==> config.mk <==
export PLATFORM = sky130hd
export DESIGN_NAME = vt_seq_detect_ctrl
export DESIGN_NICKNAME = d
export VERILOG_FILES = /design/src/rtl/vt_seq_detect_ctrl.sv
export SDC_FILE = /design/constraint.sdc
export NUM_CORES = 1
export LEC_CHECK = 0
export BUFFER_PORTS_ARGS = -buffer_cell sky130_fd_sc_hd__buf_2
export CAP_MARGIN = 20
export CORE_AREA = 2 2 65 91
export CTS_CLUSTER_SIZE = 24
export DETAILED_ROUTE_END_ITERATION = 16
export DIE_AREA = 0 0 67 93
export PLACE_DENSITY = 0.7
export SYNTH_ARGS = -nofsm -noshare
export SYNTH_HDL_FRONTEND = slang
export SYNTH_SLANG_ARGS = --single-unit
==> constraint.sdc <==
create_clock -name i_clk -period 6.6 [get_ports i_clk]
set_clock_uncertainty 0.05 [all_clocks]
set_input_delay 0.66 -clock i_clk [delete_from_list [all_inputs] [get_ports i_clk]]
set_output_delay 0.66 -clock i_clk [all_outputs]
set_load 0.01 [all_outputs]
==> src/rtl/vt_seq_detect_ctrl.sv <==
// Serial 6-bit pattern detector with a session controller (IDLE/RUN/DONE).
// Sessions end on a match target, a window of valid bits, or an abort.
module vt_seq_detect_ctrl (
    input  logic       i_clk,
    input  logic       i_rst_n,
    input  logic       i_cfg_we,
    input  logic [5:0] i_cfg_pattern,
    input  logic       i_cfg_ovl,
    input  logic [3:0] i_cfg_target,
    input  logic [7:0] i_cfg_window,
    input  logic       i_start,
    input  logic       i_abort,
    input  logic       i_SI,
    input  logic       i_SI_valid,
    output logic       o_busy,
    output logic       o_f,
    output logic       o_done,
    output logic       o_timeout,
    output logic [3:0] o_match_cnt
);

    localparam logic [1:0] ST_IDLE = 2'd0;
    localparam logic [1:0] ST_RUN  = 2'd1;
    localparam logic [1:0] ST_DONE = 2'd2;

    localparam logic [5:0] DEF_PATTERN = 6'b100110;

    logic [1:0] state;

    logic [5:0] cfg_pattern;
    logic       cfg_ovl;
    logic [3:0] cfg_target;
    logic [7:0] cfg_window;

    logic [5:0] history;
    logic [2:0] fill_cnt;
    logic [7:0] win_cnt;

    logic [5:0] shifted;
    logic       consume;
    logic       match;
    logic [3:0] cnt_next;
    logic [2:0] fill_next;
    logic [7:0] win_next;
    logic       target_hit;
    logic       window_hit;

    function automatic logic [3:0] sat_inc_cnt(input logic [3:0] v);
        return (v == 4'd15) ? v : v + 4'd1;
    endfunction

    function automatic logic [2:0] sat_inc_fill(input logic [2:0] v);
        return (v >= 3'd6) ? 3'd6 : v + 3'd1;
    endfunction

    function automatic logic [7:0] sat_inc_win(input logic [7:0] v);
        return (v == 8'hFF) ? v : v + 8'd1;
    endfunction

    // A match needs five history bits already present plus the incoming bit.
    always_comb begin
        shifted    = {history[4:0], i_SI};
        consume    = (state == ST_RUN) && i_SI_valid && !i_abort;
        match      = consume && (fill_cnt >= 3'd5) && (shifted == cfg_pattern);
        cnt_next   = match ? sat_inc_cnt(o_match_cnt) : o_match_cnt;
        fill_next  = (match && !cfg_ovl) ? 3'd0 : sat_inc_fill(fill_cnt);
        win_next   = sat_inc_win(win_cnt);
        target_hit = match && (cfg_target != 4'd0) && (cnt_next == cfg_target);
        window_hit = consume && (cfg_window != 8'd0) && (win_next == cfg_window);
    end

    always_ff @(posedge i_clk or negedge i_rst_n) begin
        if (!i_rst_n) begin
            state       <= ST_IDLE;
            cfg_pattern <= DEF_PATTERN;
            cfg_ovl     <= 1'b1;
            cfg_target  <= 4'd1;
            cfg_window  <= 8'd0;
            history     <= 6'd0;
            fill_cnt    <= 3'd0;
            win_cnt     <= 8'd0;
            o_busy      <= 1'b0;
            o_f         <= 1'b0;
            o_done      <= 1'b0;
            o_timeout   <= 1'b0;
            o_match_cnt <= 4'd0;
        end else begin
            o_f    <= 1'b0;
            o_done <= 1'b0;
            case (state)
                ST_IDLE: begin
                    if (i_cfg_we) begin
                        cfg_pattern <= i_cfg_pattern;
                        cfg_ovl     <= i_cfg_ovl;
                        cfg_target  <= i_cfg_target;
                        cfg_window  <= i_cfg_window;
                    end
                    if (i_start) begin
                        history     <= 6'd0;
                        fill_cnt    <= 3'd0;
                        win_cnt     <= 8'd0;
                        o_match_cnt <= 4'd0;
                        o_timeout   <= 1'b0;
                        o_busy      <= 1'b1;
                        state       <= ST_RUN;
                    end
                end
                ST_RUN: begin
                    if (i_abort) begin
                        o_timeout <= 1'b1;
                        o_busy    <= 1'b0;
                        o_done    <= 1'b1;
                        state     <= ST_DONE;
                    end else if (i_SI_valid) begin
                        history     <= shifted;
                        fill_cnt    <= fill_next;
                        win_cnt     <= win_next;
                        o_match_cnt <= cnt_next;
                        o_f         <= match;
                        // Target wins a tie with the window on the same bit.
                        if (target_hit || window_hit) begin
                            o_timeout <= !target_hit;
                            o_busy    <= 1'b0;
                            o_done    <= 1'b1;
                            state     <= ST_DONE;
                        end
                    end
                end
                ST_DONE: begin
                    state <= ST_IDLE;
                end
                default: begin
                    state  <= ST_IDLE;
                    o_busy <= 1'b0;
                end
            endcase
        end
    end

endmodule

# --- Word level (Yosys, flattened, before mapping) ---
# Index checks and enable logic that the tools add are counted.
word_totals:
  input_bits: 26
  register_bits: 45
  latchBits: 0
  ramBits: 0
  romBits: 0
  out_inout_bits: 8
  memories: 0
classes:
  eq_ne: 12
  n_lt_le_gt_ge: 2
  mul: 0
  shift: 0
  div: 0
  addsub: 3
  n_bitwise: 1
  n_reduce_logical: 22
  mux: 43
ops:
  columns: ["operator", "n"]
  rows:
  - ["$mux W8", 4]
  - ["$mux W4", 5]
  - ["$pmux W8 S2", 1]
  - ["$mux W1", 15]
  - ["$mux W3", 5]
  - ["$mux W5", 3]
  - ["$reduce_and A4 Y1", 3]
  - ["$pmux W5 S2", 1]
  - ["$logic_and A1 B1 Y1", 9]
  - ["$add A8 B1 Y8 const B", 1]
  - ["$eq A8 B8 Y1", 1]
  - ["$eq A8 B8 Y1 const B", 1]
  - ["$mux W2", 4]
  - ["$pmux W4 S2", 1]
  - ["$reduce_bool A8 Y1", 1]
  - ["$eq A6 B6 Y1", 1]
  - ["$ge A3 B3 Y1 const B", 2]
  - ["$ne A2 B2 Y1 const B", 3]
  - ["$pmux W3 S2", 1]
  - ["$add A4 B1 Y4 const B", 1]
  - ["$eq A4 B4 Y1", 1]
  - ["$eq A4 B4 Y1 const B", 1]
  - ["$pmux W2 S2", 1]
  - ["$reduce_bool A4 Y1", 1]
  - ["14 further kinds", 16]

# --- Depth between registers and ports, before layout ---
depth:
  depth_word: 13
  ltp_mapped: 8
  mapped_depth_nobuf: 8

# --- Worst setup path after synthesis ---
# No wires, ideal clock.
synth_timing:
  path_kind: "input to register"
  startpoint: "in i_abort"
  endpoint: "reg o_timeout"
  slack_ns: 4.441
  arrival_time_ns: 2.029
  setup_time_ns: 0.080
  required_time_ns: 6.470
  stages: 7
  path_cell_list: "and4bb_1 buf_4 nand2_4 o41a_1 o2111ai_2 nand3_2 o211ai_2"
synth_between:
  elab_chain_len: 12
  word_cells_on_any_way: 19
synth_rtl:
  columns: ["element", "line", "rtl"]
  rows:
  - ["start: declaration", "12", "input logic i_abort,"]
  - ["$logic_not A1 Y1", "63", "consume = (state == ST_RUN) && i_SI_valid && !i_abort;"]
  - ["$logic_and A1 B1 Y1", "63", null]
  - ["$logic_and A1 B1 Y1 (2 in a row)", "64", "match = consume && (fill_cnt >= 3'd5) && (shifted == cfg_pattern);"]
  - ["$mux W4", "65", "cnt_next = match ? sat_inc_cnt(o_match_cnt) : o_match_cnt;"]
  - ["$eq A4 B4 Y1", "68", "target_hit = match && (cfg_target != 4'd0) && (cnt_next == cfg_target);"]
  - ["$logic_and A1 B1 Y1", "68", null]
  - ["$logic_not A1 Y1", "122", "o_timeout <= !target_hit;"]
  - ["$mux W1", "121", "if (target_hit || window_hit) begin"]
  - ["$mux W1", "114", "end else if (i_SI_valid) begin"]
  - ["$mux W1", "109", "if (i_abort) begin"]
  - ["$pmux W1 S2", "90", "case (state)"]
  - ["end signal: assignment", "122", null]
  - ["end: declaration", "18", "output logic o_timeout,"]
# Several ways; a longest one is shown, not always the timed one. The select of a mux whose other input is x is not followed.
# A chain may end at the register's enable or synchronous reset.

# --- Worst setup path after layout ---
layout_timing:
  startpoint: "reg win_cnt[0]"
  endpoint: "reg o_done"
layout_between:
  elab_chain_len: 9
  word_cells_on_any_way: 10
layout_rtl:
  columns: ["element", "line", "rtl"]
  rows:
  - ["start: declaration", "37", "logic [7:0] win_cnt;"]
  - ["start signal: assignment", "117", "win_cnt <= win_next;"]
  - ["$add A8 B1 Y8 / $eq A8 B8 Y1 (equally long branches)", "57", "return (v == 8'hFF) ? v : v + 8'd1;"]
  - ["$mux W8 *", "57", null]
  - ["$eq A8 B8 Y1 *", "69", "window_hit = consume && (cfg_window != 8'd0) && (win_next == cfg_window);"]
  - ["$logic_and A1 B1 Y1 *", "69", null]
  - ["$logic_or A1 B1 Y1 *", "121", null]
  - ["$mux W1 *", "121", null]
  - ["$mux W1 *", "114", null]
  - ["$mux W1 *", "109", null]
  - ["$mux W1 *", "90", null]
  - ["end signal: assignment", "89", "o_done <= 1'b0;"]
  - ["end signal: assignment", "112", "o_done <= 1'b1;"]
  - ["end signal: assignment", "124", "o_done <= 1'b1;"]
  - ["end: declaration", "17", "output logic o_done,"]
# Mark *: on every way between the ends. The rest lies on a longest branch, timed or not.

==> results.py <==
metrics = {
    "status": {
        "status": "finished, final reports clean",
    },
    "placement": {
        "portBuffers": 33,
        "dp_hpwl_um": 4280,
        "place_inst": 350,
        "dp_slack_ns": 3.86,
        "gp_congestion": 0.922,
    },
    "logic_synthesis": {
        "syn_inst": 262,
        "ys.flop_type": "dfrtp_1",
        "synth.area.top_cells": "dfrtp_1 (38%), mux2_2 (8.2%), dfstp_2 (5.0%)",
        "synth-seq-cells": 45,
        "synth_edf_count": 0,
        "ys_async_sr_fraction": 1.00,
        "synth_seq_area_share": 0.433,
        "synth_top_area_cell": "dfrtp_1",
        "netlist.area_leader.share": 0.382,
        "syn_nets": 293,
        "yosys_warnings": 0,
        "synth_cell_type_count": 55,
        "syn_area_per_cell_um2": 9.99,
        "synth_area_mm2": 0.00262,
    },
    "sta": {
        "timing.fmax_ghz": 0.408,
        "fin_setup_tns_ns": 0,
        "tightest_slew_ns": 0.847,
        "hold_viol_final": 0,
        "period_share": 0.372,
        "hold_slack_ns": 0.125,
        "layout_setup_ws_ns": 4.15,
        "setup_viol": 0,
        "drv_slew": 0,
        "min_period_ns": 2.45,
        "slew_headroom": 0.436,
        "rsz0062_at_grt": "no",
    },
    "routing": {
        "wl_per_cell_um": 15.9,
        "drt_first_pass_iters": 4,
        "via_count": 2108,
        "drt-vias-per-instance": 5.87,
        "finalWirelength_um": 5720,
        "postRouteAntennaNets": 0,
        "drc_errors": 0,
        "drt_iter0_markers": 103,
    },
    "pwr": {
        "p_sw_frac": 0.348,
        "pwr-share-seq": 0.483,
        "power_leakage_nw": 1.24,
        "clkPwrFrac": 0.213,
        "powerDensity_mw_per_mm2": 306,
        "power_frac_comb": 0.304,
        "internal_power_mw": 0.580,
        "p_switching_mw": 0.310,
        "irDropWorstVdd_mv": 0.162,
    },
    "setup_path": {
        "cp.required_ns": 6.77,
        "cp-end-kind": "register",
        "path_max_fanout": 9,
        "startpoint": "win_cnt[0]",
        "cp-start-kind": "register",
        "r2r-end": "o_done",
        "reg2regPathDepth": 7,
        "timing_worst_setup_path_type": "register to register",
        "worstPathArrival_ns": 2.62,
        "r2r_slack_ns": 4.15,
        "worstReg2RegStart": "win_cnt[0]",
    },
    "final_layout": {
        "drive_gt1_frac": 0.261,
        "layout_common_cells": "dfrtp_1 (40), buf_2 (33), nand2_1 (23)",
        "n_antenna_cell": 0,
        "stdcell_count": 359,
        "post-route-util": 0.535,
        "fin_nets": 321,
        "mostFrequentLayoutCell": "dfrtp_1",
        "areaGrowthSynthToFinish_pct": 11.3,
    },
    "grt": {
        "grt-ovfl-total": 0,
        "grt_pass1_vias": 2108,
        "track_usage": 0.207,
        "grt_pass1_wl_um": 9720,
        "grt_max_degree": 46,
        "grt_antenna_before_repair": 0,
    },
    "floorplanning": {
        "initial_core_util": 0.481,
        "core_area_mm2": 0.00545,
        "ios": 34,
        "die_x_um": 67,
        "core.rowCount": 32,
        "dieHeight_um": 93,
        "die_area_mm2": 0.00623,
    },
    "clocking": {
        "clock_latency_ns": 0.30,
        "clock_sinks": 45,
        "postCtsSetupBuffers": 0,
        "cts_hold_buf": 0,
        "htreeDepth": 2,
        "cts_buffers": 5,
        "clk_pin_slew_worst_paths_ns": 0.09,
        "cts_resized": 0,
        "cts_buffer_depth": 2,
        "clock-root-buffer": "clkbuf_8",
        "cts_tree": "yes",
    },
    "job": {
        "maxCapViolations": 0,
    },
    "hold_path": {
        "hp-class": "primary input to asynchronous set/reset pin",
    },
}
==> registers in the layout (all words and copies together) (netlist names), 2 cells and up <==
signal and flops:
fill_cnt 3, cfg_pattern 6, state 2, cfg_window 8, o_match_cnt 4, cfg_target 4, history 5, win_cnt 8
==> critical path: stages, from the launching register on <==
cell and delay, ns:
dfrtp_1 0.47, ha_1 0.40, nand3_1 0.23, o21ai_1 0.22
a31o_2 0.17, nand3_1 0.12, o41a_1 0.49, a211oi_1 0.21
==> cells in the mapped netlist, types with 4 or more instances <==
cell type,number
a22o_1,7
and4_1,4
clkbuf_1,4
a21oi_1,16
dfrtp_1,40
mux2_2,19
o21ai_0,13
buf_4,6
o21ai_1,4
nand2_1,23
nand3_1,12
nor2_1,14
inv_1,8
xnor2_1,9
and2_1,4
nor3_1,7
dfstp_2,5
xor2_1,7
ha_1,5
==> how the worst max path moves through the flow <==
stage / endpoint / slack [ns] / depth (start not counted)
3_5_place_dp: o_timeout / 3.86 / 7
2_1_floorplan: o_timeout / 4.44 / 7
4_1_cts: o_done / 4.14 / 7
5_1_grt: state[0] / 3.94 / 7
6_report: o_done / 4.15 / 7
3_3_place_gp: o_timeout / 3.93 / 7
==> layer usage <==
layer,routed length (um),track usage
met1,2260,0.231
met3,186,0.0433
met2,3070,0.361
met4,198,0.107
met5,0,0
==> cells by family after synthesis <==
family	Yosys count	share of synthesized area
adders and majority gates	5	0.0239
DFF	45	0.433
AOI/OAI and AO/OA	65	0.173
buffers and inverters	21	0.0401
and+or+nand+nor	90	0.191
xor gates and xnor gates	16	0.0535
muxes	20	0.0856
==> metrics by stage <==
| step | total power, mW | instance area, um^2 |
|---|---|---|
| 2_1_floorplan | 0.623 | 2620 |
| 3_3_place_gp | 0.699 | 2790 |
| 3_5_place_dp | 0.708 | 2790 |
| 4_1_cts | 0.899 | 2890 |
| 5_1_grt | 0.958 | 2910 |
| 6_report | 0.890 | 2910 |
==> cell type report <==
cell class	count	area [um^2]
timing repair buffer	34	185
clock inverter	1	5.00
sequential	45	1130
tap	68	85.1
fill	537	2530
clock buffer	7	96.3
multi-input combinational	196	1380
inverter	8	30.0
==> power groups by stage <==
stage                     Clock [mW]  Sequential, mW  Combinational (mW)
after floorplan                    0           0.414               0.209
after global placement             0           0.434               0.265
after detailed placement           0           0.436               0.272
after CTS                      0.196           0.431               0.272
after global routing           0.211           0.443               0.304
final                          0.190           0.430               0.271
Note: power is estimated with default switching activity, not from simulation.
